### config.mk
export PLATFORM = sky130hd
export DESIGN_NAME = dvi_lane_sequencer
export DESIGN_NICKNAME = d
export VERILOG_FILES = /design/src/rtl/dvi_pkg.sv /design/src/rtl/dvi_blank_gen.sv /design/src/rtl/dvi_lane_sequencer.sv
export SDC_FILE = /design/constraint.sdc
export NUM_CORES = 1
export LEC_CHECK = 0
export CAP_MARGIN = 10
export CELL_PAD_IN_SITES_DETAIL_PLACEMENT = 0
export CELL_PAD_IN_SITES_GLOBAL_PLACEMENT = 1
export CORE_AREA = 4 4 83 85
export CTS_BUF_LIST = sky130_fd_sc_hd__clkbuf_4 sky130_fd_sc_hd__clkbuf_8
export DETAILED_ROUTE_END_ITERATION = 6
export DIE_AREA = 0 0 87 89
export PLACE_DENSITY_LB_ADDON = 0.12
export SYNTH_ARGS = -nofsm -noshare
export SYNTH_HDL_FRONTEND = slang
export SYNTH_SLANG_ARGS = --single-unit
### constraint.sdc
create_clock -name ref_clk_i -period 5.08 [get_ports ref_clk_i]
set_input_delay 1.524 -clock ref_clk_i [delete_from_list [all_inputs] [get_ports ref_clk_i]]
set_output_delay 1.524 -clock ref_clk_i [all_outputs]
set_load 0.005 [all_outputs]
### src/rtl/dvi_pkg.sv
// Shared types and TMDS control-token constants for the DVI lane sequencer and encoder path.
package dvi_pkg;

  typedef enum logic [1:0] {
    ST_RESET     = 2'd0,
    ST_LOCK_WAIT = 2'd1,
    ST_FLUSH     = 2'd2,
    ST_RUN       = 2'd3
  } dvi_state_e;

  localparam logic [9:0] CTRL_TOKEN_00 = 10'b1101010100;
  localparam logic [9:0] CTRL_TOKEN_01 = 10'b0010101011;
  localparam logic [9:0] CTRL_TOKEN_10 = 10'b0101010100;
  localparam logic [9:0] CTRL_TOKEN_11 = 10'b1010101011;

  // Maps {c1,c0} to the TMDS control-period word.
  function automatic logic [9:0] ctrl_token(input logic [1:0] c);
    logic [9:0] tok;
    case (c)
      2'b00:   tok = CTRL_TOKEN_00;
      2'b01:   tok = CTRL_TOKEN_01;
      2'b10:   tok = CTRL_TOKEN_10;
      default: tok = CTRL_TOKEN_11;
    endcase
    return tok;
  endfunction

endpackage

### src/rtl/dvi_blank_gen.sv
// Combinational blanking word set: lane 0 carries the sync token, lanes 1 and 2 carry token 00.
module dvi_blank_gen
  import dvi_pkg::*;
(
  input  logic       hsync,
  input  logic       vsync,
  output logic [9:0] lane0,
  output logic [9:0] lane1,
  output logic [9:0] lane2
);

  assign lane0 = ctrl_token({vsync, hsync});
  assign lane1 = CTRL_TOKEN_00;
  assign lane2 = CTRL_TOKEN_00;

endmodule

### src/rtl/dvi_lane_sequencer.sv
// Start-up/runtime sequencer for the three TMDS serializer lanes (PLL lock wait, flush, run).
// Optional status counters are built when DVI_SEQ_STATUS_EN is defined.
module dvi_lane_sequencer
  import dvi_pkg::*;
#(
  parameter int unsigned LOCK_STABLE = 1024,
  parameter int unsigned FLUSH_WORDS = 128
) (
  input  logic        ref_clk_i,
  input  logic        rst,
  input  logic        pll_lock_i,
  input  logic        hsync_i,
  input  logic        vsync_i,
  input  logic        enc_valid_i,
  input  logic [9:0]  enc_ch0_i,
  input  logic [9:0]  enc_ch1_i,
  input  logic [9:0]  enc_ch2_i,
  output logic        enc_ready_o,
  output logic        ser_rst_o,
  output logic [9:0]  ch0_o,
  output logic [9:0]  ch1_o,
  output logic [9:0]  ch2_o,
  output logic [1:0]  state_o,
  output logic        underrun_o
`ifdef DVI_SEQ_STATUS_EN
  ,
  output logic [15:0] underrun_cnt_o,
  output logic [7:0]  relock_cnt_o
`endif
);

  localparam logic [15:0] LOCK_LAST  = 16'(LOCK_STABLE - 1);
  localparam logic [15:0] FLUSH_LAST = 16'(FLUSH_WORDS - 1);

  dvi_state_e  state, state_next;
  logic [15:0] cnt, cnt_next;
  logic [9:0]  blank0, blank1, blank2;
  logic [9:0]  ch0_d, ch1_d, ch2_d;
  logic        ser_rst_d, enc_ready_d, underrun_hit;

  dvi_blank_gen u_blank_gen (
    .hsync (hsync_i),
    .vsync (vsync_i),
    .lane0 (blank0),
    .lane1 (blank1),
    .lane2 (blank2)
  );

  always_ff @(posedge ref_clk_i or posedge rst) begin
    if (rst) begin
      state <= ST_RESET;
      cnt   <= '0;
    end else begin
      state <= state_next;
      cnt   <= cnt_next;
    end
  end

  // Lock loss is tested first so it wins over the FLUSH->RUN step.
  always_comb begin
    state_next = state;
    cnt_next   = cnt;
    case (state)
      ST_RESET: begin
        state_next = ST_LOCK_WAIT;
        cnt_next   = '0;
      end
      ST_LOCK_WAIT: begin
        if (!pll_lock_i) begin
          cnt_next = '0;
        end else if (cnt == LOCK_LAST) begin
          state_next = ST_FLUSH;
          cnt_next   = '0;
        end else begin
          cnt_next = cnt + 16'd1;
        end
      end
      ST_FLUSH: begin
        if (!pll_lock_i) begin
          state_next = ST_LOCK_WAIT;
          cnt_next   = '0;
        end else if (cnt == FLUSH_LAST) begin
          state_next = ST_RUN;
          cnt_next   = '0;
        end else begin
          cnt_next = cnt + 16'd1;
        end
      end
      ST_RUN: begin
        if (!pll_lock_i) begin
          state_next = ST_LOCK_WAIT;
          cnt_next   = '0;
        end
      end
      default: begin
        state_next = ST_RESET;
        cnt_next   = '0;
      end
    endcase
  end

  // Control outputs are registered from the next state so they line up with state_o;
  // lane words are registered from the current state so a word accepted while
  // enc_ready_o is high appears right after the edge that consumed it.
  always_comb begin
    ser_rst_d    = (state_next == ST_RESET) || (state_next == ST_LOCK_WAIT);
    enc_ready_d  = (state_next == ST_RUN);
    underrun_hit = (state == ST_RUN) && !enc_valid_i;
    ch0_d        = blank0;
    ch1_d        = blank1;
    ch2_d        = blank2;
    if (state == ST_RESET) begin
      ch0_d = CTRL_TOKEN_00;
      ch1_d = CTRL_TOKEN_00;
      ch2_d = CTRL_TOKEN_00;
    end else if ((state == ST_RUN) && enc_valid_i) begin
      ch0_d = enc_ch0_i;
      ch1_d = enc_ch1_i;
      ch2_d = enc_ch2_i;
    end
  end

  always_ff @(posedge ref_clk_i or posedge rst) begin
    if (rst) begin
      ser_rst_o   <= 1'b1;
      enc_ready_o <= 1'b0;
      ch0_o       <= CTRL_TOKEN_00;
      ch1_o       <= CTRL_TOKEN_00;
      ch2_o       <= CTRL_TOKEN_00;
      underrun_o  <= 1'b0;
    end else begin
      ser_rst_o   <= ser_rst_d;
      enc_ready_o <= enc_ready_d;
      ch0_o       <= ch0_d;
      ch1_o       <= ch1_d;
      ch2_o       <= ch2_d;
      if (underrun_hit) underrun_o <= 1'b1;
    end
  end

  assign state_o = state;

`ifdef DVI_SEQ_STATUS_EN
  logic relock_hit;

  assign relock_hit = ((state == ST_FLUSH) || (state == ST_RUN)) &&
                      (state_next == ST_LOCK_WAIT);

  // Both counters saturate instead of wrapping so a long-running fault stays visible.
  always_ff @(posedge ref_clk_i or posedge rst) begin
    if (rst) begin
      underrun_cnt_o <= '0;
      relock_cnt_o   <= '0;
    end else begin
      if (underrun_hit && (underrun_cnt_o != 16'hFFFF))
        underrun_cnt_o <= underrun_cnt_o + 16'd1;
      if (relock_hit && (relock_cnt_o != 8'hFF))
        relock_cnt_o <= relock_cnt_o + 8'd1;
    end
  end
`endif

endmodule

==> results.txt, run 1 <==
Pwr Total -> 0.984 mW
CTS root buffer -> clkbuf_8
Slew headroom -> 30.9%
Via/cell ratio -> 4.96
Final Cycle Share -> 60.4%
Unique masters post-synth -> 44
Clk buf depth -> 2
Hold Path Depth -> 1
Pwr Density -> 302 mW/mm²
Filler Cells Inserted -> 561
Commonest non-fill, non-tap cells in the layout -> clkdlybuf4s50_1, dfrtp_1, nand2_1
Critical path class -> primary input to flop
H-tree Lvls -> 2
Critical-path cell list -> clkdlybuf4s50_1, nand2_1, nor2_1, a22o_4, nand2_1, o311ai_0
I/O pin total -> 71
Worst Skew -> 0.0159 ns
Core area -> 0.00620 mm²
DP Area -> 0.00315 mm²
Layout cell share with drive strength beyond 1 -> 12.0%
PortBufs -> 70
DRT Wirelength -> 5430 µm
Metal-1 WL -> 2500 µm
Top Metal Used -> met4
Status -> completed
Fmax -> 326 MHz
Reg2reg start -> cnt[12]
Routed wl met3 -> 356 µm
Tightest Pin Transition -> 1.04 ns
Drt drc -> 0
Slowest cell on the critical path -> clkdlybuf4s50_1
Leak Pwr -> 1.36 nW
Max VDD drop -> 149 µV
Yosys warning count -> 0
Clk_lat worst skew -> 0.31 ns
Antenna cells -> 0
Drt initial violations -> 55
Register area share after synthesis -> 54.2%
Initial antenna violation count -> 0
Most used cell, CP -> nand2_1
CTS tree -> done
CTS clock-pin slew for the worst setup and hold paths -> 0.08 ns
Post-CTS Resized -> 0
Met2 WL -> 2480 µm
Tot GR Track Use -> 15.0%
Worst hold endpoint -> underrun_o
Yosys reg bits -> 51
Critical path endpoint category -> flop
CP arrival -> 3.26 ns
Area delta synth->final -> 36.3%
Die area -> 0.00774 mm²
GPL Wtd Cong -> 0.779
Initial Util -> 38.5%
Placed Cells incl. Taps -> 360
Synthesized area per cell -> 10.8 µm²
Final Instance Count excl. Fillers -> 368
Crit path max-delay family -> buffers and inverters
Max-cap violations -> 0
Async SR Flop Fraction -> 100%
Critical Path RT -> 5.27 ns
DRT Pass-1 Iters -> 4
Commonest non-fill, non-tap cell in the layout -> clkdlybuf4s50_1
Largest net degree at the start of global routing -> 52
CTS Hold Bufs -> 0
Register-to-Register Path Depth -> 5
Post-CTS Setup Inserts -> 0
Critical-path maximum fanout -> 9
Final net count -> 336
Grt total ovfl -> 0
CTS sink cnt -> 51
Total number of vias -> 1,826
Hold Fails Final Rpt -> 0
Global-route wire length before repair -> 9050 µm
Max-slew violation count -> 0
RSZ-0062 raised after global routing -> false
Die width -> 87 µm
R2R Setup Slk -> 2.67 ns
Design Area, Final -> 0.00326 mm²
Routed Antenna Nets -> 0
DP HPWL -> 3970 µm
WP buf/inv -> 1
Critical Path Start Type -> primary input
Die Y -> 89 µm
Synth Cell Area -> 0.00239 mm²
Post-layout min period -> 3.07 ns
Synth Instances -> 221
Worst Hold Class -> flop to flop
WL/cell -> 14.8 µm
Hold Startpoint -> underrun_o
# setup viols final -> 0
Main flop type after synthesis -> dfrtp_1
R2R Path End -> cnt[12]
Post-synth EDFFs -> 0
Mapped Nets -> 267
Slowest Stage Delay on Critical Path -> 0.63 ns
Setup TNS after final layout -> 0 ns
Inserted Clock Buffers -> 5
Core Rows -> 29
Number of global-route vias before repair -> 1,815
[logic make-up after synthesis]
logic type / share of synthesized area [%]
AND/OR/NAND/NOR: 22.0
adder cells (fa/ha/maj): 5.24
buffers and inverters: 2.98
XOR/XNOR: 0.733
flip-flops: 54.2
AO/OA/AOI/OAI: 14.8
[synthesized netlist by cell type, drive strengths merged, types with 2 or more instances]
library cell	count	area share (%)
inv	8	1.3
a21oi	5	1.0
ha	10	5.2
nor2b	2	0.52
xnor2	2	0.73
clkbuf	6	0.94
nor2	13	2.1
dfrtp	35	37
a22o	9	3.7
o21a	5	1.6
and2	12	3.1
nor3	2	0.42
a211oi	3	0.94
nand3	13	2.7
buf	2	0.79
and3	2	0.58
nor4	5	1.3
nand2b	5	1.3
nand2	19	3.0
a21o	4	1.3
or4	4	1.8
o21ai	14	2.9
o311ai	2	0.73
or3	11	2.9
dfstp	16	18
[worst max path at each step]
stage,end,startpoint,depth (start not counted)
3_5_place_dp,cnt[11],pll_lock_i,6
5_1_grt,cnt[11],pll_lock_i,6
6_report,cnt[11],pll_lock_i,6
4_1_cts,cnt[11],pll_lock_i,6
3_3_place_gp,cnt[11],pll_lock_i,6
2_1_floorplan,cnt[11],pll_lock_i,6
[cell type report]
| class | count | area, µm² | share of cell area [%] |
|---|---|---|---|
| clock buffer | 6 | 76.3 | 2.34 |
| multi-input combinational | 154 | 1020 | 31.4 |
| sequential | 51 | 1300 | 39.8 |
| inverter | 8 | 30.0 | 0.922 |
| clock inverter | 2 | 36.3 | 1.11 |
| timing repair buffer | 70 | 701 | 21.5 |
| tap | 77 | 96.3 | 2.96 |
[stage by stage]
stage / hold WS [ns] / util, % / setup slack [ns]
4_1_cts: 0.465 / 52.5 / 2.00
3_5_place_dp: 0.445 / 50.7 / 1.70
2_1_floorplan: 0.451 / - / 2.32
6_report: 0.462 / 52.5 / 2.01
5_1_grt: 0.505 / 52.5 / 1.88
3_3_place_gp: 0.439 / 50.7 / 1.79
[per-layer routing]
| metal | up-vias | global-route usage, % |
|---|---|---|
| met5 | - | 0 |
| met4 | 0 | 5.24 |
| met3 | 9 | 3.32 |
| met2 | 53 | 24.1 |
| met1 | 842 | 20.2 |
| li1 | 922 | - |
[power by group]
group	total, mW	switching, mW	internal, mW
registers	0.463	0.0167	0.446
logic	0.238	0.112	0.126
clock network	0.283	0.131	0.153
total	0.984	0.259	0.725
[state kept, by name, indices dropped and copies added, names as in the netlist]
register,count
ch0_o,10
ch1_o,10
ch2_o,10
cnt,16
enc_ready_o,1
ser_rst_o,1
state_o,2
underrun_o,1
No activity file was read; power rests on OpenSTA's default activity.
==> run 2, diff against run 1 <==
CORE_AREA = 4 4 89 91   (was 4 4 83 85)
DIE_AREA = 0 0 93 95   (was 0 0 87 89)
clock period = 2.5 ns   (was 5.08 ns; I/O delays follow)
==> results.txt, run 2 (synthesis gave the netlist of run 1 again) <==
DP HPWL -> 4590 µm
Clk buf depth -> 2
CP arrival -> 2.54 ns
Post-CTS Resized -> 0
# setup viols final -> 0
Tightest Pin Transition -> 0.597 ns
Hold Startpoint -> underrun_o
GR Util met3 -> 3.27%
Critical-path cell list -> or4_4, or4_4, a22oi_4, nor2_2, a22o_1
Final worst slack -> 0.158 ns
Slowest cell on the critical path -> or4_4
Slowest Stage Delay on Critical Path -> 0.58 ns
Final net count -> 350
Grt total ovfl -> 0
Most used cell, CP -> or4_4
Register-to-Register Path Depth -> 5
Worst Skew -> 0.00651 ns
Drt initial violations -> 104
Critical Path RT -> 2.70 ns
DRT Wirelength -> 6080 µm
Filler Cells Inserted -> 692
Antenna cells -> 0
CTS tree -> done
Max VDD drop -> 202 µV
Crit. Startpoint -> cnt[15]
Setup TNS after final layout -> 0 ns
CTS clock-pin slew for the worst setup and hold paths -> 0.10 ns
H-tree Lvls -> 2
Die Y -> 95 µm
Largest net degree at the start of global routing -> 27
I/O pin total -> 71
Tot GR Track Use -> 14.3%
Initial Util -> 33.5%
Inserted Clock Buffers -> 5
Layout cell share with drive strength beyond 1 -> 16.1%
WL/cell -> 15.0 µm
DRT Pass-1 Iters -> 4
Critical path endpoint category -> flop
Status -> completed
Via/cell ratio -> 4.88
Slew headroom -> 60.2%
Reg2reg start -> cnt[15]
Critical path class -> flop to flop
WP buf/inv -> 0
Final Cycle Share -> 93.7%
Post-layout min period -> 2.34 ns
Crit path max-delay family -> simple AND/OR/NAND/NOR gates
Die width -> 93 µm
Met1 Usage GRT -> 17.8%
Crit path depth -> 5
Worst Hold Class -> flop to flop
Critical-path maximum fanout -> 8
Commonest non-fill, non-tap cell in the layout -> clkdlybuf4s50_1
Max-cap violations -> 0
Fmax -> 427 MHz
PortBufs -> 70
Area delta synth->final -> 41.4%
Initial antenna violation count -> 0
CTS Hold Bufs -> 0
Place WS -> 0.0703 ns
Max-slew violation count -> 0
RSZ-0062 raised after global routing -> false
Hold Fails Final Rpt -> 0
Leak Pwr -> 1.42 nW
GPL Wtd Cong -> 0.768
Die area -> 0.00884 mm²
Drt drc -> 0
Critical Path Start Type -> flop
Pwr Density -> 575 mW/mm²
Number of global-route vias before repair -> 1,959
Max reg flops -> 16
Global-route wire length before repair -> 9960 µm
Core Rows -> 31
Pwr Total -> 1.94 mW
CTS sink cnt -> 51
Commonest non-fill, non-tap cells in the layout -> clkdlybuf4s50_1, dfrtp_1, nand2_1
Post-CTS Setup Inserts -> 0
Core area -> 0.00714 mm²
GRT busiest layer -> met2
CTS root buffer -> clkbuf_8
Hold Path Depth -> 1
Met2 Usage GRT -> 24.8%
Total number of vias -> 1,970
Routed Antenna Nets -> 0
Clk_lat worst skew -> 0.30 ns
Reg with most FFs -> cnt
run 2: changes by cell type in the layout (fill, tap and decap cells not counted), sizes merged:
cell      delta
bufinv       -1
buf         +14
clkinv       +1
inv          -1
clkinvlp     +1
run 2: final timing paths:
path,to,slack (ns)
max in group asynchronous,ch0_o[9],1.19
hold reg to reg,underrun_o,0.46
setup reg to reg,cnt[4],0.16
setup / recovery,cnt[4],0.16
hold / removal,underrun_o,0.46
min in group asynchronous,ch1_o[5],0.74
run 2: routing by layer:
metal / vias up / part of all wire, %
met2: 59 / 51
met4: 0 / 0.82
met1: 954 / 42
met3: 6 / 6.1
li1: 951 / -
met5: - / 0
run 2: metrics by stage:
| step | instance area [µm²] | hold slack [ns] | std cells | util [%] |
|---|---|---|---|---|
| final | 3380 | 0.461 | 404 | 47.4 |
| after global routing | 3380 | 0.511 | 404 | 47.4 |
| after CTS | 3380 | 0.467 | 404 | 47.4 |
| after detailed placement | 3290 | 0.444 | 396 | 46.1 |
| after global placement | 3290 | 0.440 | 396 | 46.1 |
| after floorplan | 2390 | 0.451 | 221 | - |
run 2: area by class of cell:
type | instances | area [µm²] | share of cell area [%]
flip-flops and latches | 51 | 1300 | 38.4
clock inverters | 2 | 12.5 | 0.370
multi-input cells | 154 | 1020 | 30.2
repair buffers | 84 | 818 | 24.2
well taps | 99 | 124 | 3.67
clock buffers | 6 | 76.3 | 2.26
inverters | 8 | 30.0 | 0.889
run 2: power by group:
group	internal, mW	leakage, nW	switching, mW
registers	0.907	0.645	0.0317
logic	0.274	0.730	0.239
clock network	0.207	0.0446	0.284
total	1.39	1.42	0.554
==> run 3, diff against run 2 <==
CTS_CLUSTER_DIAMETER = 150   (was not set)
PLACE_DENSITY = 0.88   (was not set)
PLACE_DENSITY_LB_ADDON = not set   (was 0.12)
==> results.txt, run 3 (synthesis gave the netlist of run 1 again) <==
Largest net degree at the start of global routing -> 34
Status -> completed
Via/cell ratio -> 4.83
Critical path class -> flop to flop
Drt initial violations -> 69
DP Area -> 0.00327 mm²
RSZ-0062 raised after global routing -> false
Hold Slack -> 0.474 ns
WL/cell -> 14.2 µm
Pwr Total -> 2.02 mW
Max-cap violations -> 0
Critical path endpoint category -> flop
Most used cell, CP -> or4_4
Post-CTS Resized -> 0
Net Sw Frac -> 26.7%
Core Rows -> 31
Tightest Pin Transition -> 0.559 ns
Layout cell share with drive strength beyond 1 -> 15.2%
PortBufs -> 70
Initial antenna violation count -> 0
# setup viols final -> 0
CP arrival -> 2.51 ns
Critical-path maximum fanout -> 6
Place WS -> 0.117 ns
Number of global-route vias before repair -> 1,929
Comb power frac -> 24.9%
Final Util -> 47.4%
CTS Hold Bufs -> 0
Filler Cells Inserted -> 687
Max reg flops -> 16
Final worst slack -> 0.180 ns
Area delta synth->final -> 41.6%
Commonest non-fill, non-tap cells in the layout -> clkdlybuf4s50_1, dfrtp_1, nand2_1
Final net count -> 347
Hold Fails Final Rpt -> 0
Pwr Density -> 597 mW/mm²
I/O pin total -> 71
CTS sink cnt -> 51
Routed Antenna Nets -> 0
Max VDD drop -> 254 µV
Clock power frac -> 28.6%
Worst Hold Class -> flop to flop
Slew headroom -> 62.7%
DP HPWL -> 4220 µm
Final Instance Count excl. Fillers -> 401
Pint -> 1.48 mW
Setup TNS after final layout -> 0 ns
Commonest non-fill, non-tap cell in the layout -> clkdlybuf4s50_1
Switch Pwr -> 0.538 mW
DRT Wirelength -> 5710 µm
Leak Pwr -> 1.41 nW
CTS tree -> done
GPL Wtd Cong -> 0.847
CTS clock-pin slew for the worst setup and hold paths -> 0.09 ns
Die area -> 0.00884 mm²
Placed Cells incl. Taps -> 393
Initial Util -> 33.5%
DRT Pass-1 Iters -> 4
Critical Path RT -> 2.69 ns
Final Cycle Share -> 92.8%
Reg with most FFs -> cnt
CTS root buffer -> clkbuf_8
Design Area, Final -> 0.00338 mm²
Slowest cell on the critical path -> or4_4
Grt total ovfl -> 0
Core area -> 0.00714 mm²
H-tree Lvls -> 2
Post-CTS Setup Inserts -> 0
Register area -> 0.00130 mm²
Area of the multi-input gates -> 0.00102 mm²
Critical-path cell list -> or4_4, or4_4, a22o_4, nand2_1, buf_4, o21ai_0
Tot GR Track Use -> 13.2%
Total number of vias -> 1,935
Antenna cells -> 0
Clk buf depth -> 2
Drt drc -> 0
Critical Path Start Type -> flop
Max-slew violation count -> 0
Worst Skew -> 0.00906 ns
Die width -> 93 µm
Post-layout min period -> 2.32 ns
Global-route wire length before repair -> 9200 µm
Inserted Clock Buffers -> 5
Clk_lat worst skew -> 0.30 ns
Part of the power in registers -> 46.5%
Die Y -> 95 µm
Fmax -> 431 MHz
Slowest Stage Delay on Critical Path -> 0.54 ns
run 3: power by group through the flow:
stage | Combinational, mW | Clock [mW] | Sequential (mW)
after floorplan | 0.245 | 0 | 0.960
after global placement | 0.498 | 0 | 0.953
after detailed placement | 0.504 | 0 | 0.956
after CTS | 0.507 | 0.602 | 0.939
after global routing | 0.557 | 0.638 | 0.950
final | 0.502 | 0.578 | 0.938
run 3: final timing paths:
kind,start,to,slack [ns],depth (start not counted)
worst min-delay path,underrun_o,underrun_o,0.47,1
worst min register to register,underrun_o,underrun_o,0.47,1
max in group asynchronous,rst,ch1_o[4],1.15,3
worst max-delay path,cnt[13],cnt[14],0.18,6
worst max register to register,cnt[13],cnt[14],0.18,6
min in group asynchronous,rst,ch2_o[1],0.77,2
run 3: final cells by class:
class / instances / share of cell area, %
tap: 99 / 3.66
sequential: 51 / 38.3
timing repair buffer: 81 / 23.5
inverter: 8 / 0.888
clock buffer: 5 / 2.03
multi-input combinational: 154 / 30.2
clock inverter: 3 / 1.37
run 3: critical path: cells and delay by family (launching register included):
kind / cells / cell delay, ns
simple gates: 3 / 1.22
compound gates: 2 / 0.38
buf+inv: 1 / 0.15
flops: 1 / 0.45
run 3: layer usage:
metal / track usage, % / vias to the layer above / wire [µm]
li1: - / 950 / -
met1: 17.1 / 906 / 2540
met2: 20.9 / 67 / 2630
met3: 3.35 / 12 / 406
met4: 5.86 / 0 / 122
met5: 0 / - / 0
